===== src/rtl/switch_debounce_pkg.sv =====
// -----------------------------------------------------------------------------
// switch_debounce_pkg
//   Shared definitions for the switch debouncer:
//     - debounce_state_e : qualification state machine encoding
//     - DEBOUNCE_LIMIT_DEFAULT   : 10 ms at 25 MHz
//     - LONG_PRESS_LIMIT_DEFAULT : 1 s at 25 MHz (long-press build only)
// -----------------------------------------------------------------------------
package switch_debounce_pkg;

    typedef enum logic [1:0] {
        ST_LOW      = 2'd0,  // stable level is 0
        ST_CHK_HIGH = 2'd1,  // synchronized 1 being qualified
        ST_HIGH     = 2'd2,  // stable level is 1
        ST_CHK_LOW  = 2'd3   // synchronized 0 being qualified
    } debounce_state_e;

    localparam int DEBOUNCE_LIMIT_DEFAULT   = 250000;
    localparam int LONG_PRESS_LIMIT_DEFAULT = 25000000;

endpackage : switch_debounce_pkg


===== src/rtl/switch_sync.sv =====
// -----------------------------------------------------------------------------
// switch_sync
//   Parameterised flop-chain synchroniser for a single asynchronous pin.
//   Parameters:
//     STAGES : number of flops in the chain (>= 2)
//   Ports:
//     clk   : destination clock
//     rst_n : asynchronous active-low reset, clears every stage
//     d     : asynchronous input
//     q     : synchronized output (last stage)
// -----------------------------------------------------------------------------
module switch_sync #(
    parameter int STAGES = 2
) (
    input  logic clk,
    input  logic rst_n,
    input  logic d,
    output logic q
);

    logic [STAGES-1:0] chain;

    // NOTE: sequential state is always written with non-blocking assignments so
    // every flop samples the pre-edge value of its neighbour.
    always_ff @(posedge clk or negedge rst_n) begin
        if (!rst_n) begin
            chain <= '0;
        end else begin
            chain <= {chain[STAGES-2:0], d};
        end
    end

    assign q = chain[STAGES-1];

endmodule : switch_sync


===== src/rtl/switch_debounce_events.sv =====
// -----------------------------------------------------------------------------
// switch_debounce_events
//   Turns a raw bouncing switch pin into a clean debounced level and
//   single-cycle press / release event pulses, all in the i_Clk domain.
//   Optional feature macro: DEBOUNCE_LONG_PRESS_EN adds the o_Long_Press pulse,
//   the hold counter and the LONG_PRESS_LIMIT parameter.
//   Parameters:
//     DEBOUNCE_LIMIT   : cycles a new level must persist before acceptance (>= 2)
//     SYNC_STAGES      : synchroniser depth (>= 2)
//     LONG_PRESS_LIMIT : hold cycles before o_Long_Press (macro builds only)
//   Ports:
//     i_Clk        : clock
//     i_Rst_L      : asynchronous active-low reset
//     i_Switch     : raw switch pin, asynchronous to i_Clk
//     o_Switch     : debounced level
//     o_Press      : one-cycle pulse on accepted 0->1
//     o_Release    : one-cycle pulse on accepted 1->0
//     o_Long_Press : one-cycle pulse after LONG_PRESS_LIMIT cycles held
//                    (macro builds only)
//   All outputs are registered.
// -----------------------------------------------------------------------------
module switch_debounce_events
    import switch_debounce_pkg::*;
#(
    parameter int DEBOUNCE_LIMIT = DEBOUNCE_LIMIT_DEFAULT,
    parameter int SYNC_STAGES    = 2
`ifdef DEBOUNCE_LONG_PRESS_EN
   ,parameter int LONG_PRESS_LIMIT = LONG_PRESS_LIMIT_DEFAULT
`endif
) (
    input  logic i_Clk,
    input  logic i_Rst_L,
    input  logic i_Switch,
    output logic o_Switch,
    output logic o_Press,
    output logic o_Release
`ifdef DEBOUNCE_LONG_PRESS_EN
   ,output logic o_Long_Press
`endif
);

    // The counter only ever holds 0 .. DEBOUNCE_LIMIT-1, so this width is exact.
    localparam int                CNT_W   = $clog2(DEBOUNCE_LIMIT);
    localparam logic [CNT_W-1:0]  CNT_MAX = CNT_W'(DEBOUNCE_LIMIT - 1);
    localparam logic [CNT_W-1:0]  CNT_ONE = CNT_W'(1);

    logic            sync_level;
    debounce_state_e state_q, state_d;
    logic [CNT_W-1:0] cnt_q, cnt_d;
    logic            level_q, level_d;
    logic            press_q, press_d;
    logic            release_q, release_d;

    switch_sync #(
        .STAGES (SYNC_STAGES)
    ) u_sync (
        .clk   (i_Clk),
        .rst_n (i_Rst_L),
        .d     (i_Switch),
        .q     (sync_level)
    );

    always_ff @(posedge i_Clk or negedge i_Rst_L) begin
        if (!i_Rst_L) begin
            state_q   <= ST_LOW;
            cnt_q     <= '0;
            level_q   <= 1'b0;
            press_q   <= 1'b0;
            release_q <= 1'b0;
        end else begin
            state_q   <= state_d;
            cnt_q     <= cnt_d;
            level_q   <= level_d;
            press_q   <= press_d;
            release_q <= release_d;
        end
    end

    // NOTE: every signal written here gets a default first, so no path through
    // the case can leave one unassigned and infer a latch.
    always_comb begin
        state_d   = state_q;
        cnt_d     = cnt_q;
        level_d   = level_q;
        press_d   = 1'b0;
        release_d = 1'b0;

        unique case (state_q)
            ST_LOW: begin
                if (sync_level) begin
                    state_d = ST_CHK_HIGH;
                    cnt_d   = CNT_ONE;  // this cycle already counts as the first
                end
            end
            ST_CHK_HIGH: begin
                if (!sync_level) begin
                    state_d = ST_LOW;
                    cnt_d   = '0;
                end else if (cnt_q == CNT_MAX) begin
                    state_d = ST_HIGH;
                    cnt_d   = '0;
                    level_d = 1'b1;
                    press_d = 1'b1;
                end else begin
                    cnt_d = cnt_q + CNT_ONE;
                end
            end
            ST_HIGH: begin
                if (!sync_level) begin
                    state_d = ST_CHK_LOW;
                    cnt_d   = CNT_ONE;
                end
            end
            ST_CHK_LOW: begin
                if (sync_level) begin
                    state_d = ST_HIGH;
                    cnt_d   = '0;
                end else if (cnt_q == CNT_MAX) begin
                    state_d   = ST_LOW;
                    cnt_d     = '0;
                    level_d   = 1'b0;
                    release_d = 1'b1;
                end else begin
                    cnt_d = cnt_q + CNT_ONE;
                end
            end
            default: begin
                state_d = ST_LOW;
                cnt_d   = '0;
            end
        endcase
    end

    assign o_Switch  = level_q;
    assign o_Press   = press_q;
    assign o_Release = release_q;

`ifdef DEBOUNCE_LONG_PRESS_EN
    localparam int               LP_W     = $clog2(LONG_PRESS_LIMIT + 1);
    localparam logic [LP_W-1:0]  LP_MAX   = LP_W'(LONG_PRESS_LIMIT);
    localparam logic [LP_W-1:0]  LP_ONE   = LP_W'(1);

    logic [LP_W-1:0] long_cnt_q;
    logic            long_pulse_q;
    logic            held;

    // ST_CHK_LOW still counts as held: a bounce back to ST_HIGH must not
    // restart the long-press timer.
    assign held = (state_q == ST_HIGH) || (state_q == ST_CHK_LOW);

    always_ff @(posedge i_Clk or negedge i_Rst_L) begin
        if (!i_Rst_L) begin
            long_cnt_q   <= '0;
            long_pulse_q <= 1'b0;
        end else if (release_d) begin
            long_cnt_q   <= '0;
            long_pulse_q <= 1'b0;
        end else if (held && (long_cnt_q != LP_MAX)) begin
            // Saturates at LP_MAX, so the pulse fires only once per hold.
            long_cnt_q   <= long_cnt_q + LP_ONE;
            long_pulse_q <= (long_cnt_q == LP_MAX - LP_ONE);
        end else begin
            long_pulse_q <= 1'b0;
        end
    end

    assign o_Long_Press = long_pulse_q;
`endif

endmodule : switch_debounce_events


===== config.mk =====
export PLATFORM = sky130hd
export DESIGN_NAME = switch_debounce_events
export DESIGN_NICKNAME = d
export VERILOG_FILES = /design/src/rtl/switch_debounce_pkg.sv /design/src/rtl/switch_sync.sv /design/src/rtl/switch_debounce_events.sv
export SDC_FILE = /design/constraint.sdc
export NUM_CORES = 1
export LEC_CHECK = 0
export CORE_UTILIZATION = 29
export CTS_BUF_LIST = sky130_fd_sc_hd__clkbuf_4 sky130_fd_sc_hd__clkbuf_8
export DETAILED_ROUTE_END_ITERATION = 8
export PLACE_DENSITY = 0.49
export SLEW_MARGIN = 5
export SYNTH_ARGS = -nofsm -noshare
export SYNTH_HDL_FRONTEND = slang
export SYNTH_SLANG_ARGS = --single-unit

===== constraint.sdc =====
create_clock -name i_Clk -period 4.1 [get_ports i_Clk]
set_input_delay 0.82 -clock i_Clk [delete_from_list [all_inputs] [get_ports i_Clk]]
set_output_delay 0.82 -clock i_Clk [all_outputs]
set_load 0.01 [all_outputs]

# Yosys cells after proc, flatten, opt, wreduce, memory -nomap -nowiden
# Cells that the tools add are included.
[classes]
addsub = 1
multipliers = 0
n_div = 0
magnitude_cmp = 0
eq_ne = 12
shift = 0
muxes = 23
bitwise = 0
n_reduce_logical = 5
[ops]
columns = ["operator", "n"]
rows = [
  ["$mux W18", 5],
  ["$pmux W18 S4", 1],
  ["$add A18 B1 Y18 const B", 1],
  ["$eq A18 B18 Y1 const B", 1],
  ["$mux W2", 6],
  ["$mux W1", 9],
  ["$ne A2 B2 Y1 const B", 4],
  ["$pmux W2 S4", 1],
  ["$reduce_and A5 Y1", 1],
  ["$eq A2 B2 Y1 const B", 2],
  ["$ne A2 B1 Y1 const B", 2],
  ["$reduce_and A4 Y1", 1],
  ["$ne A3 B2 Y1 const B", 1],
  ["$ne A3 B3 Y1 const B", 1],
  ["$eq A2 B1 Y1 const B", 1],
  ["$logic_not A2 Y1", 1],
  ["$pmux W1 S2", 1],
  ["$reduce_and A2 Y1", 1],
  ["$reduce_bool A2 Y1", 1],
]
[totals]
reg_bits = 25
latch_bits = 0
ramBits = 0
romBits = 0
word_cells = 47
mem_count = 0

# Depth between registers and ports, before layout
# Gate-level depths: netlist (run 1).
[depth]
depth_word = 4
ltp_mapped = 7
depth_no_buf = 6

# Modules after synthesis
# A second synthesis (run 1) with hierarchy kept.
[hier_totals]
cells_unflattened = 136
area_unflattened_um2 = 1280.0
[by_module_without_submodules]
columns = ["mod", "instances", "cells_per_inst", "area_each_um2", "seq_area_each_um2"]
rows = [
  ["switch_debounce_events", 1, 134, 1229.9, 575.6],
  ["switch_sync", 1, 2, 50.0, 50.0],
]

# Worst setup path before layout (run 1)
# No wires, ideal clock.
[synth_timing]
kind = "flip-flop to flip-flop"
from = "reg cnt_q[4]"
to = "reg cnt_q[7]"
t_arrival_ns = 1.786
t_required_ns = 3.982
path_slack_ns = 2.196
path_stages_with_launch = 7
n_path_buf = 1
cell_sequence = "dfrtp_1 or4b_4 nor4_4 a21o_1 buf_6 o21ai_0 a21o_1"
[synth_via]
elab_chain_len = 4
word_cells_on_any_way = 6
[synth_rtl]
columns = ["item", "line", "text"]
rows = [
  ["from (decl)", "switch_debounce_events.sv:49", "logic [CNT_W-1:0] cnt_q, cnt_d;"],
  ["from (signal assigned)", "switch_debounce_events.sv:72", "cnt_q <= cnt_d;"],
  ["$add A18 B1 Y18 / $eq A18 B18 Y1 (equally long branches)", "-", ""],
  ["$mux W18 (*)", "switch_debounce_events.sv:99, switch_debounce_events.sv:118", ""],
  ["$mux W18, on equally long branches", "switch_debounce_events.sv:115, switch_debounce_events.sv:96", ""],
  ["$pmux W18 S4 (*)", "switch_debounce_events.sv:88", "unique case (state_q)"],
]
# Every way passes the cells marked *; elsewhere a longest branch is shown, timed or not.
# A chain may end at the register's enable or synchronous reset.

==> metrics.txt, run 1 <==
# TYPE chip_impl_metric gauge
chip_impl_metric{name="die_width",unit="um"} 68.5
chip_impl_metric{name="cts-hold-fix-buffers",unit=""} 0
chip_impl_metric{name="gp_routability_congestion",unit=""} 0.759
chip_impl_metric{name="resized_cells_post_cts",unit=""} 0
chip_impl_metric{name="finalWirelength",unit="um"} 2860
chip_impl_metric{name="number_of_buffer_cells_added_on_primary_ports",unit=""} 5
chip_impl_metric{name="design.die.area",unit="um^2"} 4690
chip_impl_info{name="holdCritPathClass",value="register to register"} 1
chip_impl_metric{name="setup_viol_count_final",unit=""} 0
chip_impl_metric{name="mappedNetlistArea",unit="um^2"} 1280
chip_impl_metric{name="grt_start_max_net_pins",unit=""} 26
chip_impl_info{name="worst_setup_path_end_kind",value="register"} 1
chip_impl_metric{name="dr_total_vias",unit=""} 1048
chip_impl_metric{name="timing.final.ws_setup",unit="ps"} 1880
chip_impl_info{name="run_status",value="finished clean"} 1
chip_impl_metric{name="fin_crit_sh",unit=""} 0.542
chip_impl_metric{name="clkSlewWorstSetupHoldPaths",unit="ps"} 90
chip_impl_metric{name="cts_htree_levels",unit=""} 1
chip_impl_metric{name="final-max-slew-violation-count",unit=""} 0
chip_impl_metric{name="postLayoutCellArea",unit="um^2"} 1430
chip_impl_metric{name="first_pass_iteration_count_of_the_detailed_router",unit=""} 4
chip_impl_info{name="layout.cells.most_common_list",value="25 x dfrtp_1, 17 x nand3_1, 15 x nand2_1"} 1
chip_impl_metric{name="syn_area_cell",unit="um^2"} 9.29
chip_impl_metric{name="pwr_density_cell",unit="nW/um^2"} 305
chip_impl_metric{name="crit_required",unit="ps"} 4290
chip_impl_metric{name="yosys.cell_types.count",unit=""} 37
chip_impl_metric{name="post-cts-setup-buffers",unit=""} 0
chip_impl_metric{name="pre_cts_slack",unit="ps"} 1920
chip_impl_info{name="setup.worst_path.class",value="register to register"} 1
chip_impl_metric{name="numCtsBuffers",unit=""} 3
chip_impl_metric{name="grt_usage",unit=""} 0.145
chip_impl_metric{name="min_period",unit="ps"} 2220
chip_impl_metric{name="clkSinkCount",unit=""} 25
chip_impl_info{name="rsz_0062_raised_after_global_routing",value="false"} 1
chip_impl_metric{name="globalRoute.totalOverflow",unit=""} 0
chip_impl_metric{name="first_global_vias",unit=""} 1025
chip_impl_metric{name="fin_nets",unit=""} 151
chip_impl_info{name="cp-start-kind",value="register"} 1
chip_impl_metric{name="post_layout_nonfiller_instances",unit=""} 196
chip_impl_metric{name="max_freq",unit="GHz"} 0.450
chip_impl_metric{name="start_util",unit=""} 0.312
chip_impl_metric{name="routed_wire_length_per_instance",unit="um"} 14.6
chip_impl_metric{name="worst_skew_pair.late_latency",unit="ps"} 280
chip_impl_metric{name="cellLeakagePower",unit="uW"} 0.000606
chip_impl_metric{name="synth.net_count",unit=""} 142
chip_impl_metric{name="setup_total_negative_slack",unit="ps"} 0
chip_impl_metric{name="clk_path_buf_depth",unit=""} 2
chip_impl_metric{name="wire_length_of_the_first_global_routing_pass",unit="um"} 4830
chip_impl_info{name="clock_tree_from_tritoncts",value="yes"} 1
chip_impl_metric{name="tightest_slew",unit="ps"} 1040
chip_impl_metric{name="synth_warnings",unit=""} 0
chip_impl_metric{name="report.final.hold_viol_count",unit=""} 0
chip_impl_metric{name="drt-vias-per-instance",unit=""} 5.35
chip_impl_info{name="mostFrequentLayoutCell",value="dfrtp_1"} 1
chip_impl_metric{name="grt_antenna_before_repair",unit=""} 0
chip_impl_metric{name="synth-seq-cells",unit=""} 25
chip_impl_metric{name="floorplan.core_area",unit="um^2"} 4120
chip_impl_metric{name="first_iter_violations",unit=""} 47
chip_impl_metric{name="layout.filler_cells",unit=""} 430
chip_impl_metric{name="critical_path_data_arrival_time",unit="ps"} 2410
chip_impl_metric{name="final_util",unit=""} 0.348
chip_impl_metric{name="placed_cells",unit=""} 192
chip_impl_metric{name="num_antenna_cells",unit=""} 0
chip_impl_metric{name="skew",unit="ps"} 2.07
chip_impl_metric{name="max_capacitance_violation_total",unit=""} 0
chip_impl_metric{name="critical_path.max_fanout",unit=""} 10
chip_impl_metric{name="area_grow_syn2layout",unit="%"} 11.8
chip_impl_info{name="cts_root_buffer",value="clkbuf_8"} 1
chip_impl_metric{name="synth-async-reset-ratio",unit=""} 1.00
chip_impl_metric{name="num_rows",unit=""} 23
chip_impl_metric{name="die_h",unit="um"} 68.5
chip_impl_metric{name="drc",unit=""} 0
chip_impl_metric{name="antenna_left",unit=""} 0
chip_impl_metric{name="layout-drive-gt1-share",unit=""} 0.0890
chip_impl_info{name="ys_dominant_reg_cell",value="dfrtp_1"} 1
chip_impl_metric{name="post_synth_edffs",unit=""} 0
chip_impl_metric{name="peakVddDrop",unit="mV"} 0.111
chip_impl_metric{name="post_synth_inst_count",unit=""} 138
chip_impl_metric{name="dp.final_hpwl",unit="um"} 1940
chip_impl_metric{name="synth_sequential_area_ratio",unit=""} 0.488
chip_impl_metric{name="placed_area",unit="um^2"} 1390
chip_impl_metric{name="worst_slew_margin_rel",unit=""} 0.306
chip_impl_metric{name="io_pins",unit=""} 6
[worst paths after layout]
kind	depth (start not counted)	start	endpoint	slack (ps)
setup / recovery	5	register	cnt_q[14]	1880
hold / removal	0	u_sync.chain[0]	u_sync.chain[1]	370
setup reg to reg	5	register	cnt_q[14]	1880
hold reg to reg	0	u_sync.chain[0]	u_sync.chain[1]	370
max in group asynchronous	2	i_Rst_L	u_sync.chain[1]	2940
min in group asynchronous	2	i_Rst_L	cnt_q[12]	900
[routing by layer]
| layer | routed length [um] | GRT usage |
|---|---|---|
| met3 | 64 | 0.0296 |
| met4 | 51 | 0.0625 |
| met1 | 1360 | 0.185 |
| met2 | 1380 | 0.235 |
| met5 | 0 | 0 |
[cells in the mapped netlist, types with 2 or more instances]
master | count | area share
a21o_1 | 4 | 0.023
a21oi_1 | 8 | 0.031
and2_1 | 2 | 0.0098
dfrtp_1 | 25 | 0.49
inv_1 | 7 | 0.020
nand2_1 | 15 | 0.044
nand3_1 | 17 | 0.066
nand4_1 | 3 | 0.015
nor2_1 | 8 | 0.023
nor3_1 | 3 | 0.012
o21ai_0 | 12 | 0.047
o31ai_1 | 2 | 0.012
or2_2 | 2 | 0.0098
or3_1 | 7 | 0.034
[area by class of cell]
class                           instances  area, um^2  share of cell area
Sequential cell                        25         626               0.436
Clock inverter                          1        5.00             0.00349
Timing Repair Buffer                    6        57.6              0.0401
Clock buffer                            3        41.3              0.0288
Tap cell                               50        62.6              0.0436
Multi-Input combinational cell        104         616               0.429
Inverter                                7        26.3              0.0183
[kinds of logic after synthesis]
kind of cell | Yosys count | share of synthesized area
and+or+nand+nor | 70 | 0.311
AOI/OAI and AO/OA | 30 | 0.138
DFF | 25 | 0.488
adders and majority gates | 1 | 0.00975
muxes | 1 | 0.00781
xor gates and xnor gates | 2 | 0.0137
buffers and inverters | 9 | 0.0322
[worst max-delay path: stages, from the launching register on]
cell and delay (ps):
dfrtp_1 430, xor2_1 360, nand2_1 320, a21oi_1 680, a21oi_1 120, o21ai_0 210
[stage by stage]
stage / total power [uW] / hold WS [ps]
4_1_cts: 443 / 372
3_3_place_gp: 289 / 343
6_report: 437 / 369
5_1_grt: 462 / 384
3_5_place_dp: 291 / 340
2_1_floorplan: 277 / 331
[registers in the layout, summed over array words and instances, names as in the netlist, named ones only]
| signal | cells |
|---|---|
| cnt_q | 18 |
| u_sync.chain | 2 |
| state_q | 1 |
| o_Press | 1 |
| o_Release | 1 |
| o_Switch | 1 |
[where the power goes]
part	internal [uW]	switching, uW	total [uW]
combinational	9.59	18.8	28.4
clock	68.3	84.2	152
sequential	251	5.32	256
Note: power is estimated with default switching activity, not from simulation.
==> run 2: changes to the inputs <==
--- a/config.mk
+++ b/config.mk
@@ -8,7 +8,7 @@
 export CORE_UTILIZATION = 29
 export CTS_BUF_LIST = sky130_fd_sc_hd__clkbuf_4 sky130_fd_sc_hd__clkbuf_8
 export DETAILED_ROUTE_END_ITERATION = 8
-export PLACE_DENSITY = 0.49
+export PLACE_DENSITY = 0.51
 export SLEW_MARGIN = 5
 export SYNTH_ARGS = -nofsm -noshare
 export SYNTH_HDL_FRONTEND = slang
==> constraint.sdc (replaced) <==
create_clock -name i_Clk -period 1.94 [get_ports i_Clk]
set_input_delay 0.388 -clock i_Clk [delete_from_list [all_inputs] [get_ports i_Clk]]
set_output_delay 0.388 -clock i_Clk [all_outputs]
set_load 0.01 [all_outputs]
==> run 2 against run 1 <==
Effect of this change: the flow now finishes with violations (setup timing); register-to-register slack lost 1900 ps; critical path depth up 1; die area unchanged; wire length up 9.6%; clock skew up 0.98 ps; sequential cell count unchanged; total power increased by 120%; count of clock-buffer cells in the layout unchanged; largest cell class is now multi-input gates.
==> metrics.txt, run 2 (synthesized netlist as in run 1, its figures left out) <==
# TYPE chip_impl_metric gauge
chip_impl_metric{name="routed_wire_length_per_instance",unit="um"} 13.9
chip_impl_metric{name="clkSinkCount",unit=""} 25
chip_impl_metric{name="crit_required",unit="ps"} 2100
chip_impl_metric{name="gp_routability_congestion",unit=""} 0.834
chip_impl_metric{name="drt-vias-per-instance",unit=""} 5.12
chip_impl_metric{name="num_antenna_cells",unit=""} 0
chip_impl_metric{name="clk_path_buf_depth",unit=""} 2
chip_impl_metric{name="max_capacitance_violation_total",unit=""} 0
chip_impl_info{name="worstSetupStartpoint",value="cnt_q[5]"} 1
chip_impl_metric{name="numCtsBuffers",unit=""} 3
chip_impl_info{name="cts_root_buffer",value="clkbuf_8"} 1
chip_impl_metric{name="skew",unit="ps"} 3.05
chip_impl_metric{name="worst_slew_margin_rel",unit=""} 0.494
chip_impl_metric{name="cts-hold-fix-buffers",unit=""} 0
chip_impl_metric{name="clkSlewWorstSetupHoldPaths",unit="ps"} 90
chip_impl_metric{name="reg2reg_setup_slack",unit="ps"} -30
chip_impl_info{name="largestRegisters",value="cnt_q (18), u_sync.chain (2)"} 1
chip_impl_metric{name="report.final.hold_viol_count",unit=""} 0
chip_impl_metric{name="drt-met1-wl",unit="um"} 1420
chip_impl_metric{name="area_grow_syn2layout",unit="%"} 33.4
chip_impl_info{name="mostFrequentLayoutCell",value="buf_4"} 1
chip_impl_metric{name="wire_length_of_the_first_global_routing_pass",unit="um"} 4950
chip_impl_info{name="maxUsedRoutingLayer",value="met4"} 1
chip_impl_metric{name="worst_skew_pair.late_latency",unit="ps"} 280
chip_impl_metric{name="grt_start_max_net_pins",unit=""} 26
chip_impl_info{name="crit_path_end",value="cnt_q[4]"} 1
chip_impl_metric{name="power.share.combinational",unit=""} 0.085
chip_impl_metric{name="critical_path_data_arrival_time",unit="ps"} 2130
chip_impl_metric{name="setup_total_negative_slack",unit="ps"} -39.6
chip_impl_metric{name="num_rows",unit=""} 23
chip_impl_metric{name="setup_viol_count_final",unit=""} 6
chip_impl_metric{name="max_freq",unit="GHz"} 0.508
chip_impl_metric{name="tightest_slew",unit="ps"} 756
chip_impl_metric{name="reg2regPathDepth",unit=""} 6
chip_impl_info{name="setup.worst_path.class",value="register to register"} 1
chip_impl_metric{name="first_iter_violations",unit=""} 72
chip_impl_metric{name="critical_path_cell_count",unit=""} 6
chip_impl_info{name="crit-reg2reg-capture",value="cnt_q[4]"} 1
chip_impl_metric{name="finalWirelength",unit="um"} 3140
chip_impl_info{name="failed_checks",value="setup timing"} 1
chip_impl_info{name="worst_r2r_startpoint",value="cnt_q[5]"} 1
chip_impl_metric{name="pwr_density_cell",unit="nW/um^2"} 556
chip_impl_metric{name="seq_power_share",unit=""} 0.570
chip_impl_metric{name="design.die.area",unit="um^2"} 4690
chip_impl_metric{name="peakVddDrop",unit="mV"} 0.437
chip_impl_metric{name="layout.filler_cells",unit=""} 410
chip_impl_metric{name="power_switching",unit="uW"} 239
chip_impl_metric{name="first_pass_iteration_count_of_the_detailed_router",unit=""} 4
chip_impl_info{name="critical_path.cell_chain",value="or4b_4 -> nor4_4 -> a21o_1 -> buf_6 -> buf_4 -> o31ai_4"} 1
chip_impl_metric{name="largest_register_ff_count",unit=""} 18
chip_impl_metric{name="dp.final_hpwl",unit="um"} 2240
chip_impl_metric{name="fin_crit_sh",unit=""} 1.01
chip_impl_metric{name="globalRoute.totalOverflow",unit=""} 0
chip_impl_metric{name="start_util",unit=""} 0.312
chip_impl_metric{name="grt_antenna_before_repair",unit=""} 0
chip_impl_metric{name="worstPathBufferInverterCount",unit=""} 2
chip_impl_info{name="layout.cells.most_common_list",value="28 x buf_4, 25 x dfrtp_1, 16 x nand3_1"} 1
chip_impl_metric{name="die_h",unit="um"} 68.5
chip_impl_metric{name="layout-drive-gt1-share",unit=""} 0.291
chip_impl_info{name="cp-start-kind",value="register"} 1
chip_impl_info{name="run_status",value="finished, violations left"} 1
chip_impl_metric{name="fin_nets",unit=""} 180
chip_impl_info{name="rsz_0062_raised_after_global_routing",value="true"} 1
chip_impl_metric{name="pre_cts_slack",unit="ps"} -49.2
chip_impl_metric{name="cts_htree_levels",unit=""} 1
chip_impl_info{name="top_register",value="cnt_q"} 1
chip_impl_info{name="worst_path_dominant_cell_family",value="simple AND/OR/NAND/NOR gates"} 1
chip_impl_info{name="worst_setup_path_end_kind",value="register"} 1
chip_impl_metric{name="drc",unit=""} 0
chip_impl_metric{name="power.share.clock",unit=""} 0.345
chip_impl_metric{name="number_of_buffer_cells_added_on_primary_ports",unit=""} 5
chip_impl_metric{name="dr_total_vias",unit=""} 1151
chip_impl_metric{name="floorplan.core_area",unit="um^2"} 4120
chip_impl_metric{name="final-max-slew-violation-count",unit=""} 0
chip_impl_metric{name="timing.final.ws_setup",unit="ps"} -27.0
chip_impl_metric{name="post-layout-total-power",unit="uW"} 951
chip_impl_metric{name="antenna_left",unit=""} 0
chip_impl_metric{name="first_global_vias",unit=""} 1035
chip_impl_metric{name="min_period",unit="ps"} 1970
chip_impl_info{name="clock_tree_from_tritoncts",value="yes"} 1
chip_impl_metric{name="postLayoutCellArea",unit="um^2"} 1710
chip_impl_metric{name="p_sw_frac",unit=""} 0.251
chip_impl_metric{name="cellLeakagePower",unit="uW"} 0.000759
chip_impl_info{name="critical_path.slowest_cell",value="or4b_4"} 1
chip_impl_metric{name="die_width",unit="um"} 68.5
chip_impl_metric{name="wl_met2",unit="um"} 1560
chip_impl_metric{name="io_pins",unit=""} 6
chip_impl_metric{name="met3_wirelength",unit="um"} 124
chip_impl_metric{name="critical_path.max_fanout",unit=""} 5
chip_impl_metric{name="grt_usage",unit=""} 0.148
chip_impl_metric{name="p_int",unit="uW"} 712
chip_impl_metric{name="worst_path_largest_cell_delay",unit="ps"} 550
chip_impl_metric{name="placed_area",unit="um^2"} 1560
chip_impl_info{name="holdCritPathClass",value="register to register"} 1
==> run 2: power groups by stage <==
stage / Sequential [uW] / Clock [uW] / Combinational (uW)
floorplan: 550 / 0 / 36.4
detailed placement: 552 / 0 / 73.1
global route: 544 / 361 / 91.4
finish: 542 / 328 / 81.3
global placement: 552 / 0 / 72.7
CTS: 541 / 345 / 75.7
==> run 2: worst min path at each step <==
stage | startpoint | to | slack, ps | cells past startpoint
2_1_floorplan | i_Rst_L | async pin | 90 | 0
3_3_place_gp | u_sync.chain[0] | u_sync.chain[1] | 350 | 0
3_5_place_dp | u_sync.chain[0] | u_sync.chain[1] | 340 | 0
4_1_cts | u_sync.chain[0] | u_sync.chain[1] | 380 | 0
5_1_grt | u_sync.chain[0] | u_sync.chain[1] | 390 | 0
6_report | u_sync.chain[0] | u_sync.chain[1] | 370 | 0
==> run 2: timing repair <==
action,4_1_cts,5_1_grt
buffers inserted,3,3
setup endpoints to repair,9,16
pin swaps,5,7
gates resized for setup,7,10
==> run 2: through the flow <==
stage	utilization	hold slack [ps]	cells
finish	0.416	374	225
global placement	0.379	346	215
CTS	0.400	378	222
detailed placement	0.379	341	215
global route	0.416	392	225
floorplan	-	92.4	138
==> run 2: cell type report <==
cell class / instances / area (um^2) / share of cell area
Clock buffer: 3 / 41.3 / 0.0241
Multi-Input combinational cell: 104 / 664 / 0.388
Sequential cell: 25 / 626 / 0.366
Clock inverter: 1 / 7.51 / 0.00439
Timing Repair Buffer: 35 / 283 / 0.165
Tap cell: 50 / 62.6 / 0.0366
Inverter: 7 / 26.3 / 0.0154
==> run 2: per-layer routing <==
layer | vias to the layer above | GRT usage
li1 | 575 | -
met1 | 543 | 0.186
met2 | 26 | 0.244
met3 | 7 | 0.0477
met4 | 0 | 0.0391
met5 | - | 0
